<file path="src/rtl/uart_tx_feeder.sv">
// rtl/uart_tx_feeder.sv - byte FIFO feeding a UART transmitter, timing each frame from the baud select
module uart_tx_feeder #(
  parameter int DEPTH      = 16,
  parameter int DIV0       = 5208,
  parameter int DIV1       = 2604,
  parameter int DIV2       = 1302,
  parameter int DIV3       = 434,
  parameter int FRAME_BITS = 11,
  parameter int GUARD      = 2
) (
  input  logic                     clk,
  input  logic                     reset,
  input  logic [1:0]               sel,
  input  logic                     in_valid,
  input  logic [7:0]               in_data,
  output logic                     in_ready,
  output logic                     TX_start,
  output logic [7:0]               TX_DATA,
  output logic                     busy,
  output logic [$clog2(DEPTH):0]   count
);

  localparam int AW = $clog2(DEPTH);

  typedef enum logic [1:0] {IDLE, START, WAIT} state_t;

  state_t      state, state_nxt;
  logic [AW:0] wr_ptr, rd_ptr;
  logic [7:0]  mem [DEPTH];
  logic [31:0] cnt, bit_last, wait_last;
  logic        full, empty, push, pop;

  function automatic logic [31:0] div_of(input logic [1:0] s);
    case (s)
      2'b00:   div_of = 32'(DIV0);
      2'b01:   div_of = 32'(DIV1);
      2'b10:   div_of = 32'(DIV2);
      default: div_of = 32'(DIV3);
    endcase
  endfunction

  // Extra pointer MSB distinguishes full from empty when the low bits match.
  assign full     = (wr_ptr[AW] != rd_ptr[AW]) && (wr_ptr[AW-1:0] == rd_ptr[AW-1:0]);
  assign empty    = (wr_ptr == rd_ptr);
  assign in_ready = !full && !reset;
  assign push     = in_valid && in_ready;
  assign pop      = (state == IDLE) && !empty;
  assign count    = wr_ptr - rd_ptr;

  always_ff @(posedge clk) begin
    if (reset) begin
      wr_ptr <= '0;
      rd_ptr <= '0;
    end else begin
      if (push) wr_ptr <= wr_ptr + 1'b1;
      if (pop)  rd_ptr <= rd_ptr + 1'b1;
    end
  end

  always_ff @(posedge clk) begin
    if (push) mem[wr_ptr[AW-1:0]] <= in_data;
  end

  always_ff @(posedge clk) begin
    if (reset) state <= IDLE;
    else       state <= state_nxt;
  end

  always_comb begin
    state_nxt = state;
    case (state)
      IDLE:    if (!empty)              state_nxt = START;
      START:   if (cnt == bit_last)     state_nxt = WAIT;
      WAIT:    if (cnt == wait_last)    state_nxt = IDLE;
      default:                          state_nxt = IDLE;
    endcase
  end

  always_comb begin
    TX_start = (state == START);
    busy     = (state != IDLE);
  end

  // Baud is captured once per frame at load, so sel changes mid-frame are ignored.
  always_ff @(posedge clk) begin
    if (reset) begin
      cnt       <= '0;
      bit_last  <= '0;
      wait_last <= '0;
      TX_DATA   <= 8'h00;
    end else begin
      case (state)
        IDLE: begin
          if (pop) begin
            TX_DATA   <= mem[rd_ptr[AW-1:0]];
            bit_last  <= div_of(sel) - 32'd1;
            wait_last <= 32'(FRAME_BITS - 1) * div_of(sel) + 32'(GUARD) - 32'd1;
            cnt       <= '0;
          end
        end
        START:   cnt <= (cnt == bit_last) ? '0 : cnt + 32'd1;
        WAIT:    cnt <= cnt + 32'd1;
        default: cnt <= '0;
      endcase
    end
  end

endmodule

</file>
<file path="config.mk">
export PLATFORM = sky130hd
export DESIGN_NAME = uart_tx_feeder
export DESIGN_NICKNAME = d
export VERILOG_FILES = /design/src/rtl/uart_tx_feeder.sv
export SDC_FILE = /design/constraint.sdc
export NUM_CORES = 1
export LEC_CHECK = 0
export CAP_MARGIN = 10
export CELL_PAD_IN_SITES_DETAIL_PLACEMENT = 0
export CELL_PAD_IN_SITES_GLOBAL_PLACEMENT = 1
export CORE_UTILIZATION = 51
export DETAILED_ROUTE_END_ITERATION = 7
export MAX_ROUTING_LAYER = met4
export PLACE_DENSITY_LB_ADDON = 0.2
export SETUP_SLACK_MARGIN = 0.02
export SLEW_MARGIN = 15
export SYNTH_ARGS = -nofsm -noshare
export SYNTH_HDL_FRONTEND = slang
export SYNTH_SLANG_ARGS = --single-unit
export TNS_END_PERCENT = 1
</file>
<file path="constraint.sdc">
create_clock -name clk -period 3.92 [get_ports clk]
set_input_delay 0.588 -clock clk [delete_from_list [all_inputs] [get_ports clk]]
set_output_delay 0.588 -clock clk [all_outputs]
set_load 0.1 [all_outputs]
</file>
# Word level (Yosys, flattened, before mapping)
# Memory sizes are Yosys's and may differ from the RTL's. A register that Yosys moved wholly into a read port is not among the register bits.
# Cells that the tools add are included.
[word_totals]
reg_bits = 108
ram_bits = 128
in_bits = 13
output_inout_bits = 16
word_cells = 53
mem_count = 1
[classes]
n_addsub = 7
multipliers = 1
eq_ne = 13
n_mux = 13
reduce_logical = 12
[mem_list]
columns = ["memory", "depth", "word_bits", "read_ports", "rd_ports_with_merged_regs", "write_ports", "line", "rtl"]
rows = [
  ["mem", 16, 8, 1, 1, 1, "29", "logic [7:0] mem [DEPTH];"],
]
[ops]
columns = ["cell", "count"]
rows = [
  ["32-bit two-way mux", 5],
  ["32-bit case mux with 3 select lines", 1],
  ["32-bit == test", 2],
  ["32-bit by 1-bit subtractor with 32-bit output, second input constant", 2],
  ["13-bit case mux with 3 select lines", 1],
  ["32-bit by 1-bit adder with 32-bit output, second input constant", 1],
  ["32-bit by 2-bit adder with 32-bit output, second input constant", 1],
  ["3-bit by 32-bit multiplier with 31-bit output, first input constant", 1],
  ["5-bit by 1-bit adder with 5-bit output, second input constant", 2],
  ["2-bit two-way mux", 3],
  ["2-bit != test, second input constant", 3],
  ["2-bit case mux with 3 select lines", 1],
  ["5-bit == test", 1],
  ["5-bit subtractor", 1],
  ["2-bit by 1-bit == test with 1-bit output, second input constant", 2],
  ["2-bit == test, second input constant", 2],
  ["4-bit == test", 1],
  ["1-bit logical AND", 4],
  ["2-bit zero test", 2],
  ["1-bit zero test", 3],
  ["3-bit AND reduction", 1],
  ["1-bit two-way mux", 2],
  ["2-bit by 1-bit != test with 1-bit output, second input constant", 1],
  ["2-bit AND reduction", 1],
  ["other kinds (2)", 2],
]

# Longest topological paths before layout
# Gate-level depths: netlist (run 1).
[logic_depth]
depth_word = 9
ltp_mapped = 12
ltp_nobuf = 12

# Worst setup path before layout (run 1)
# No wires, ideal clock.
[synth_path]
path_kind = "register -> output"
startpoint = "reg rd_ptr[1]"
endpoint = "out count[3]"
arrival_ns = 3.068
required_ns = 3.332
path_slack_ns = 0.264
path_stages_with_launch = 8
path_buffers = 2
path_cell_list = "dfxtp_1 -> clkbuf_1 -> clkbuf_1 -> inv_1 -> ha_1 -> a21o_1 -> a21oi_1 -> xnor2_1"
[synth_between]
elab_chain_len = 1
[synth_lines]
columns = ["item", "line", "rtl"]
rows = [
  ["start, declared", "28", "logic [AW:0] wr_ptr, rd_ptr;"],
  ["start signal, assigned", "56", "if (pop) rd_ptr <= rd_ptr + 1'b1;"],
  ["5-bit subtractor", "48", "assign count = wr_ptr - rd_ptr;"],
  ["end, declared", "20", "output logic [$clog2(DEPTH):0] count"],
]
# Every way passes these cells.

# Final worst setup path (run 1)
[layout_path]
startpoint = "reg rd_ptr[1]"
endpoint = "out count[4]"
# The elaborated chain is that of the path after synthesis.

==> results.ini, run 1 <==
[clock_tree]
ctsHoldBuffers = 0
root_buffer = clkbuf_16
cts_resized = 0
clkLatencyLatePin_ns = 0.51
clockBufferDepth = 3
cts_tree = done
cts_setup_buffers = 0
clock-sinks = 210
cts_buffers = 23
clk_pin_slew_ns = 0.06
htree_levels = 1

[synth]
synth_fp_nets = 824
netlist_instances = 782
synth_top_area_share_pct = 39.6
syn_avg_cell_area_um2 = 12.4
synthFlopType = edfxtp_1
synth_top_area_cell = edfxtp_1
ys_async_sr_fraction_pct = 0
yosysSeqAreaShare_pct = 56.5
yosysUniqueCellTypes = 63
synth_edf_count = 128
synth_area_leaders = edfxtp_1 40%, dfxtp_1 17%, mux4_2 9.3%, xnor2_1 4.0%, ha_1 3.6%
synth-seq-cells = 210
netlist_area_um2 = 9700
synth_warnings = 0

[grt]
overflow = 0
grt_pass1_wl_um = 36200
grt_max_degree = 62
first_global_vias = 6221
antenna_found_initial = 0
grt_use_total_pct = 24.9

[layout]
most-common-layout-cells = 128 x edfxtp_1, 81 x dfxtp_1, 62 x nand2_1, 61 x nor2_1, 44 x xnor2_1
diodes = 0
drive_gt1_share_pct = 14.3
mostFrequentLayoutCell = edfxtp_1
area_growth_pct = 12.6
finalNetCount = 845
fillers = 1532

[drt]
vias = 6383
wl_met2_um = 9570
dr.max_layer_used = met4
ant_nets = 0
m1WireLength_um = 11100
drc = 0
wl_per_cell_um = 21.5
drt_iter0_markers = 616
via_per_inst = 6.07
met3_length_um = 1350
drt_wl_total_um = 22600
dr.pass1.iters = 5

[floorplanning]
dieWidth_um = 140
dieArea_um2 = 19600
fp-row-count = 50
start_util_pct = 51.9
core-area_um2 = 18700
die_h_um = 140
ios = 29

[sta]
report.final.slew_viol_count = 0
tns_ns = 0
slew-limit-headroom_pct = 33.8
fmax_mhz = 320
grt_setup_unrepaired = no
worst_pin_slew_ns = 0.992
final-hold-violation-count = 0
period_minus_slack_ns = 3.13
fin_skew_ns = 0.0251
setup_violations = 0
fin_crit_sh_pct = 79.8

[setup_path]
cp.required_ns = 3.33
critical_path_class = reg -> out
cp-end-kind = primary output
arrival_ns = 2.54
crit_path_start_kind = flip-flop
critPathMaxFanout = 36

[run]
cap_violations = 0

[worst_hold_path]
hold_class = in -> reg

[outcome]
status = finished clean

[power]
peakVddDrop_v = 0.000637
p_leak_nw = 3.71
power_density_nw_per_um2 = 655
power.total_mw = 7.16

[placed_design]
hpwl_um = 15100
io_buffers = 28
place_congestion = 0.868

-- power by group --
group	internal, mW	switching [mW]
Sequential	2.49	0.0995
Clock	1.21	0.838
Combinational	0.841	1.69
Total	4.53	2.63
-- path summary, 6_finish.rpt --
check / start / slack [ns] / to / cells after the start
worst max-delay path: rd_ptr[1]$_SDFFE_PP0P_ / 0.79 / count[4] / 7
worst min-delay path: reset / 0.45 / wr_ptr[1]$_SDFFE_PP0P_ / 4
worst max register to register: rd_ptr[2]$_SDFFE_PP0P_ / 0.97 / mem[7][4]$_DFFE_PP_ / 7
worst min register to register: TX_DATA[6]$_SDFFE_PP0P_ / 0.46 / TX_DATA[6]$_SDFFE_PP0P_ / 2
-- state kept, by name, summed over array words and instances (netlist names) --
register	flops
cnt	32
mem	128
rd_ptr	5
bit_last	17
wr_ptr	5
state	2
wait_last	13
TX_DATA	8
-- worst max-delay path, stage by stage, from the launching register on --
cell	delay, ns
dfxtp_1	0.34
buf_4	0.49
fa_1	0.31
inv_1	0.06
a21o_1	0.15
a21oi_1	0.18
xor2_1	0.28
buf_12	0.21
-- logic make-up (layout without fill, tap and decap cells) --
family,after synthesis,after routing,share of synthesized area [%]
AND/OR/NAND/NOR,249,249,13.2
multiplexers,41,41,9.39
AO/OA/AOI/OAI,112,112,7.89
flip-flops,210,210,56.5
XOR/XNOR,63,63,5.76
adder cells (fa/ha/maj),29,29,3.82
buffers and inverters,78,114,3.37
-- cell usage after synthesis (all sizes together) (2+ instances only) --
cell	n
nor3	26
nor2	62
ha	28
a32o	15
inv	25
o22ai	4
nor2b	2
mux4	40
nand4	25
and3	19
xnor2	44
and2	5
o21a	4
edfxtp	128
clkbuf	31
and4	4
o311ai	3
nand2b	4
nor3b	3
nand2	62
buf	22
or3	3
a21oi	40
o221ai	2
o31ai	6
a21o	3
dfxtp	82
o21ai	15
xor2	19
a221oi	2
nor4	14
a211oi	7
nand3	18
-- cell type report --
type	count	area [µm²]	share of cell area (%)
sequential	210	5490	50.2
multi-input combinational	494	3900	35.7
clock buffer	28	594	5.44
timing repair buffer	49	443	4.05
tap	234	293	2.68
clock inverter	12	113	1.03
inverter	25	93.8	0.859
-- metrics by stage --
step / cell area (µm²) / cells / util (%) / hold slack (ns) / worst slack (ns)
after floorplan: 9700 / 782 / - / 0.444 / 0.264
after global placement: 10200 / 1012 / 54.6 / 0.445 / 1.00
after detailed placement: 10200 / 1012 / 54.6 / 0.452 / 0.842
after CTS: 10900 / 1052 / 58.4 / 0.440 / 0.749
after global routing: 10900 / 1052 / 58.4 / 0.489 / 0.661
final: 10900 / 1052 / 58.4 / 0.450 / 0.792
-- layer usage --
metal | global-route usage [%] | up-vias
met5 | - | -
met4 | 6.48 | 0
met3 | 3.56 | 42
met2 | 34.6 | 211
met1 | 38.2 | 3175
li1 | - | 2955
Power figures use the tool's default switching activity.
==> inputs of run 2 (changes only) <==
CORE_UTILIZATION = 46   (was 51)
clock period = 2.6 ns   (was 3.92 ns; I/O delays follow)
==> results.ini, run 2 (synthesized netlist as in run 1, its figures left out) <==
[sta]
fin_skew_ns = 0.0166  ; was 0.0251 ns
period_minus_slack_ns = 2.50
worst_pin_slew_ns = 0.703  ; was 0.992 ns
fmax_mhz = 400
slew-limit-headroom_pct = 53.2  ; was 33.8%
setup_violations = 0  ; unchanged
setup_slack_ns = 0.103  ; was 0.792 ns
report.final.slew_viol_count = 0  ; unchanged
final-hold-violation-count = 0  ; unchanged
grt_setup_unrepaired = yes  ; was no
fin_crit_sh_pct = 96.0

[layout]
finalNetCount = 884  ; was 845
fillers = 1725  ; was 1,532
largest_reg_flops = 128  ; unchanged
utilization_pct = 55.9  ; was 58.4%
diodes = 0  ; unchanged
area_growth_pct = 17.8  ; was 12.6%
mostFrequentLayoutCell = edfxtp_1  ; unchanged
drive_gt1_share_pct = 22.1  ; was 14.3%
most-common-layout-cells = 128 x edfxtp_1, 78 x dfxtp_1, 68 x buf_4, 62 x nand2_1, 61 x nor2_1  ; was 128 x edfxtp_1, 81 x dfxtp_1, 62 x nand2_1, 61 x nor2_1, 44 x xnor2_1

[clock_tree]
clock-sinks = 210  ; unchanged
root_buffer = clkbuf_16  ; unchanged
cts_buffers = 23  ; unchanged
ctsHoldBuffers = 0  ; unchanged
cts_tree = done  ; unchanged
clkLatencyLatePin_ns = 0.53  ; was 0.51 ns
htree_levels = 1  ; unchanged
clockBufferDepth = 3  ; unchanged
clk_pin_slew_ns = 0.06  ; about the same

[drt]
dr.pass1.iters = 5  ; unchanged
drt_wl_total_um = 22900  ; was 22,600 µm
vias = 6584  ; was 6,383
wl_per_cell_um = 20.3  ; was 21.5 µm
via_per_inst = 5.83  ; was 6.07
ant_nets = 0  ; unchanged
drc = 0  ; unchanged
drt_iter0_markers = 592  ; was 616

[grt]
grt_max_degree = 61  ; was 62
grt_use_total_pct = 22.6  ; was 24.9%
first_global_vias = 6374  ; was 6,221
antenna_found_initial = 0  ; unchanged
grt_pass1_wl_um = 36700  ; was 36,200 µm
overflow = 0  ; unchanged

[worst_hold_path]
hold_depth = 4  ; unchanged
hold_class = in -> reg  ; unchanged

[setup_path]
crit_path_start_kind = flip-flop  ; unchanged
critPathMaxFanout = 3  ; was 36
reg2reg_depth = 8  ; was 7
cp.required_ns = 2.21  ; was 3.33 ns
critical_path.max_stage_delay_ns = 0.35  ; was 0.49 ns
arrival_ns = 2.11  ; was 2.54 ns
cp_cell_sequence = inv_4, ha_4, fa_2, inv_1, a21o_1, a21oi_2, xor2_2, buf_12  ; was buf_4, fa_1, inv_1, a21o_1, a21oi_1, xor2_1, buf_12
critical_path_class = reg -> out  ; unchanged
crit_slowest_cell = dfxtp_2  ; was buf_4
cp-end-kind = primary output  ; unchanged

[power]
power_density_nw_per_um2 = 971  ; was 655 nW/µm²
p_leak_nw = 4.00  ; was 3.71 nW
peakVddDrop_v = 0.00108  ; was 0.000637 V

[placed_design]
place_ws_ns = 0.0557  ; was 0.842 ns
io_buffers = 28  ; unchanged
place_congestion = 0.845  ; was 0.868
hpwl_um = 15500  ; was 15,100 µm

[run]
cap_violations = 0  ; unchanged

[floorplanning]
die_h_um = 147  ; was 140 µm
fp-row-count = 52  ; was 50
ios = 29  ; unchanged
dieArea_um2 = 21700  ; was 19,600 µm²
start_util_pct = 47.5  ; was 51.9%
core-area_um2 = 20400  ; was 18,700 µm²
dieWidth_um = 147  ; was 140 µm

[outcome]
status = finished clean  ; unchanged

-- run 2: repair_timing --
item / CTS / global route
setup buffers: 0 / 1
endpoints found under the setup margin: 1 / 33
resized for setup: 6 / 8
gates cloned: 0 / 0
hold endpoints to repair: 0 / 0
pin swaps: 1 / 2
-- run 2: final cells by class --
| class | instances | area, µm² | share of cell area (%) |
|---|---|---|---|
| Multi-Input combinational cell | 494 | 3990 | 35.0 |
| Clock buffer | 26 | 598 | 5.23 |
| Sequential cell | 210 | 5490 | 48.0 |
| Clock inverter | 16 | 125 | 1.09 |
| Timing Repair Buffer | 88 | 786 | 6.88 |
| Tap cell | 270 | 338 | 2.96 |
| Inverter | 25 | 96.3 | 0.843 |
-- run 2: critical path, delay by kind of cell (launching register included) --
kind	cells	cell delay, ns
DFF	1	0.35
adders and majority gates	2	0.51
AOI/OAI and AO/OA	2	0.19
buffers and inverters	3	0.32
xor gates and xnor gates	1	0.21
-- run 2: power breakdown --
group / internal, mW / switching [mW]
Clock: 1.77 / 1.33
Sequential: 3.75 / 0.159
Combinational: 1.45 / 2.64
-- run 2: per-layer routing --
metal  track usage, %  up-vias  wire length [µm]
met3             2.70       29              1400
met1             34.8     3293             11200
met5                -        -                 0
li1                 -     3044                 -
met4             5.10        0               372
met2             31.9      218             10000
-- run 2: stage by stage --
stage	cells	setup TNS (ns)	hold WS [ns]	power, mW	area, µm²
after floorplan	782	-44.61	0.444	6.80	9750
after global placement	1086	0	0.444	7.97	10600
after detailed placement	1086	0	0.450	8.02	10600
after CTS	1128	0	0.213	11.2	11400
after global routing	1129	-0.000686	0.250	11.6	11400
final	1129	0	0.234	11.1	11400
-- run 2: final timing paths --
kind	from	end	slack, ns
setup / recovery	wr_ptr[0]$_SDFFE_PP0P_	count[4]	0.10
setup reg to reg	rd_ptr[3]$_SDFFE_PP0P_	mem[10][2]$_DFFE_PP_	0.18
hold / removal	reset	wr_ptr[1]$_SDFFE_PP0P_	0.23
hold reg to reg	TX_DATA[6]$_SDFFE_PP0P_	TX_DATA[6]$_SDFFE_PP0P_	0.45
==> inputs of run 3 (changes only) <==
--- a/config.mk
+++ b/config.mk
@@ -10,3 +10,5 @@
 export CELL_PAD_IN_SITES_GLOBAL_PLACEMENT = 1
-export CORE_UTILIZATION = 46
+export CORE_ASPECT_RATIO = 0.8
+export CORE_UTILIZATION = 48
+export CTS_BUF_LIST = sky130_fd_sc_hd__clkbuf_2 sky130_fd_sc_hd__clkbuf_4 sky130_fd_sc_hd__clkbuf_8
 export DETAILED_ROUTE_END_ITERATION = 7
--- a/constraint.sdc
+++ b/constraint.sdc
@@ -3,2 +3,2 @@
 set_output_delay 0.39 -clock clk [all_outputs]
-set_load 0.1 [all_outputs]
+set_load 0.02 [all_outputs]
==> results.ini, run 3 (synthesized netlist as in run 1, its figures left out) <==
[sta]
tns_ns = 0  ; unchanged
fin_crit_sh_pct = 95.5  ; was 96.0%
final-hold-violation-count = 0  ; unchanged
grt_setup_unrepaired = no  ; was yes
slew-limit-headroom_pct = 50.0  ; was 53.2%
setup_slack_ns = 0.118  ; was 0.103 ns
setup_violations = 0  ; unchanged
report.final.slew_viol_count = 0  ; unchanged
period_minus_slack_ns = 2.48  ; was 2.50 ns
fmax_mhz = 403  ; was 400 MHz
whs_ns = 0.216  ; was 0.234 ns
worst_pin_slew_ns = 0.750  ; was 0.703 ns
fin_skew_ns = 0.0177  ; was 0.0166 ns

[placed_design]
hpwl_um = 15800  ; was 15,500 µm
place_area_um2 = 10600  ; about the same
io_buffers = 28  ; unchanged
place_inst = 1071  ; was 1,086
place_congestion = 0.900  ; was 0.845
place_ws_ns = -0.0884  ; was 0.0557 ns

[floorplanning]
dieArea_um2 = 20800  ; was 21,700 µm²
start_util_pct = 49.0  ; was 47.5%
fp-row-count = 46  ; was 52
die_h_um = 129  ; was 147 µm
ios = 29  ; unchanged
dieWidth_um = 161  ; was 147 µm
core-area_um2 = 19800  ; was 20,400 µm²

[power]
p_seq_share_pct = 38.8  ; was 35.2%
combPwrFrac_pct = 32.5  ; was 36.8%
p_leak_nw = 3.91  ; was 4.00 nW
peakVddDrop_v = 0.000596  ; was 0.00108 V
p_sw_mw = 3.40  ; was 4.13 mW
power_density_nw_per_um2 = 892  ; was 971 nW/µm²
sw_frac_of_total_pct = 33.6  ; was 37.2%
power.internal_mw = 6.70  ; was 6.97 mW
clockPowerShare_pct = 28.7  ; was 27.9%

[clock_tree]
clk_pin_slew_ns = 0.06  ; about the same
cts_setup_buffers = 0  ; unchanged
clkLatencyLatePin_ns = 0.51  ; was 0.53 ns
cts_buffers = 35  ; was 23
htree_levels = 2  ; was 1
root_buffer = clkbuf_8  ; was clkbuf_16
ctsHoldBuffers = 0  ; unchanged
clockBufferDepth = 3  ; unchanged
cts_tree = done  ; unchanged
clock-sinks = 210  ; unchanged

[layout]
fillers = 1689  ; was 1,725
diodes = 0  ; unchanged
fin_area_um2 = 11300  ; was 11,400 µm²
area_growth_pct = 16.7  ; was 17.8%
most-common-layout-cells = 128 x edfxtp_1, 81 x dfxtp_1, 60 x nand2_1, 49 x nor2_1, 47 x buf_4  ; was 128 x edfxtp_1, 78 x dfxtp_1, 68 x buf_4, 62 x nand2_1, 61 x nor2_1
largest_reg_flops = 128  ; unchanged
drive_gt1_share_pct = 21.5  ; was 22.1%
final_cells = 1134  ; was 1,129
mostFrequentLayoutCell = edfxtp_1  ; unchanged
finalNetCount = 886  ; was 884

[setup_path]
cp_num_buf_inv = 2  ; was 3
crit_path_start_kind = flip-flop  ; unchanged
critical_path.max_stage_delay_ns = 0.39  ; was 0.35 ns
cp-end-kind = primary output  ; unchanged
crit_slowest_cell = dfxtp_1  ; was dfxtp_2
cp_cell_sequence = inv_1, ha_1, a21o_1, a21oi_1, xnor2_1, clkdlybuf4s15_1  ; was inv_4, ha_4, fa_2, inv_1, a21o_1, a21oi_2, xor2_2, buf_12
critical_path_class = reg -> out  ; unchanged
crit_family = flip-flops  ; was adder cells
critPathMaxFanout = 3  ; unchanged
arrival_ns = 2.09  ; was 2.11 ns
cp.required_ns = 2.21  ; about the same

[drt]
via_per_inst = 5.81  ; was 5.83
vias = 6588  ; was 6,584
drt_wl_total_um = 23300  ; was 22,900 µm
wl_per_cell_um = 20.5  ; was 20.3 µm
drc = 0  ; unchanged
ant_nets = 0  ; unchanged
wl_met2_um = 9380  ; was 10,000 µm
drt_iter0_markers = 617  ; was 592
m1WireLength_um = 11900  ; was 11,200 µm
met3_length_um = 1600  ; was 1400 µm
dr.pass1.iters = 5  ; unchanged
dr.max_layer_used = met4  ; unchanged

[grt]
overflow = 0  ; unchanged
grt_max_degree = 53  ; was 61
grt_pass1_wl_um = 37000  ; was 36,700 µm
first_global_vias = 6449  ; was 6,374
antenna_found_initial = 0  ; unchanged
grt_use_total_pct = 24.1  ; was 22.6%

[worst_hold_path]
hold_class = in -> reg  ; unchanged

[outcome]
status = finished clean  ; unchanged

[run]
cap_violations = 0  ; unchanged

[run 3: per-stage QoR]
step / total power [mW] / utilization [%]
6_report: 10.1 / 57.2
5_1_grt: 10.6 / 57.2
4_1_cts: 10.1 / 57.1
3_5_place_dp: 7.26 / 53.6
3_3_place_gp: 7.21 / 53.6
2_1_floorplan: 6.13 / -
[run 3: area by class of cell]
type | count | area [µm²] | area share [%]
well taps | 264 | 330 | 2.92
multi-input cells | 494 | 4040 | 35.6
clock inverters | 9 | 43.8 | 0.387
clock buffers | 54 | 656 | 5.79
repair buffers | 78 | 676 | 5.97
flip-flops and latches | 210 | 5490 | 48.5
inverters | 25 | 93.8 | 0.829
[run 3: power by group through the flow]
stage | Clock, mW | Sequential [mW] | Combinational (mW)
after CTS | 2.96 | 3.91 | 3.26
final | 2.90 | 3.91 | 3.28
after global routing | 3.11 | 3.94 | 3.58
after floorplan | 0 | 3.99 | 2.13
after global placement | 0 | 3.97 | 3.23
after detailed placement | 0 | 3.98 | 3.28
[run 3: timing repair]
action	4_1_cts	5_1_grt
gates resized for setup	8	8
endpoints found under the hold margin	0	0
pin swaps	0	0
gates cloned	0	0
setup endpoints to repair	5	15
[run 3: layer usage]
metal	global-route usage, %	up-vias
met4	6.66	0
met1	36.7	3277
met3	5.83	42
met5	-	-
met2	31.6	214
li1	-	3055
[run 3: worst paths after layout]
| kind | cells after the start | from | slack, ns | to |
|---|---|---|---|---|
| setup / recovery | 6 | rd_ptr[1]$_SDFFE_PP0P_ | 0.12 | count[3] |
| hold / removal | 2 | reset | 0.22 | wr_ptr[3]$_SDFFE_PP0P_ |
| setup reg to reg | 6 | cnt[11]$_SDFFE_PP0P_ | 0.15 | cnt[2]$_SDFFE_PP0P_ |
| hold reg to reg | 2 | TX_DATA[4]$_SDFFE_PP0P_ | 0.46 | TX_DATA[4]$_SDFFE_PP0P_ |
[run 3: worst register-to-register path: cells and delay by family (launching register included)]
kind	cells	cell delay, ns
simple gates	2	0.68
flops	1	0.53
compound gates	4	1.10
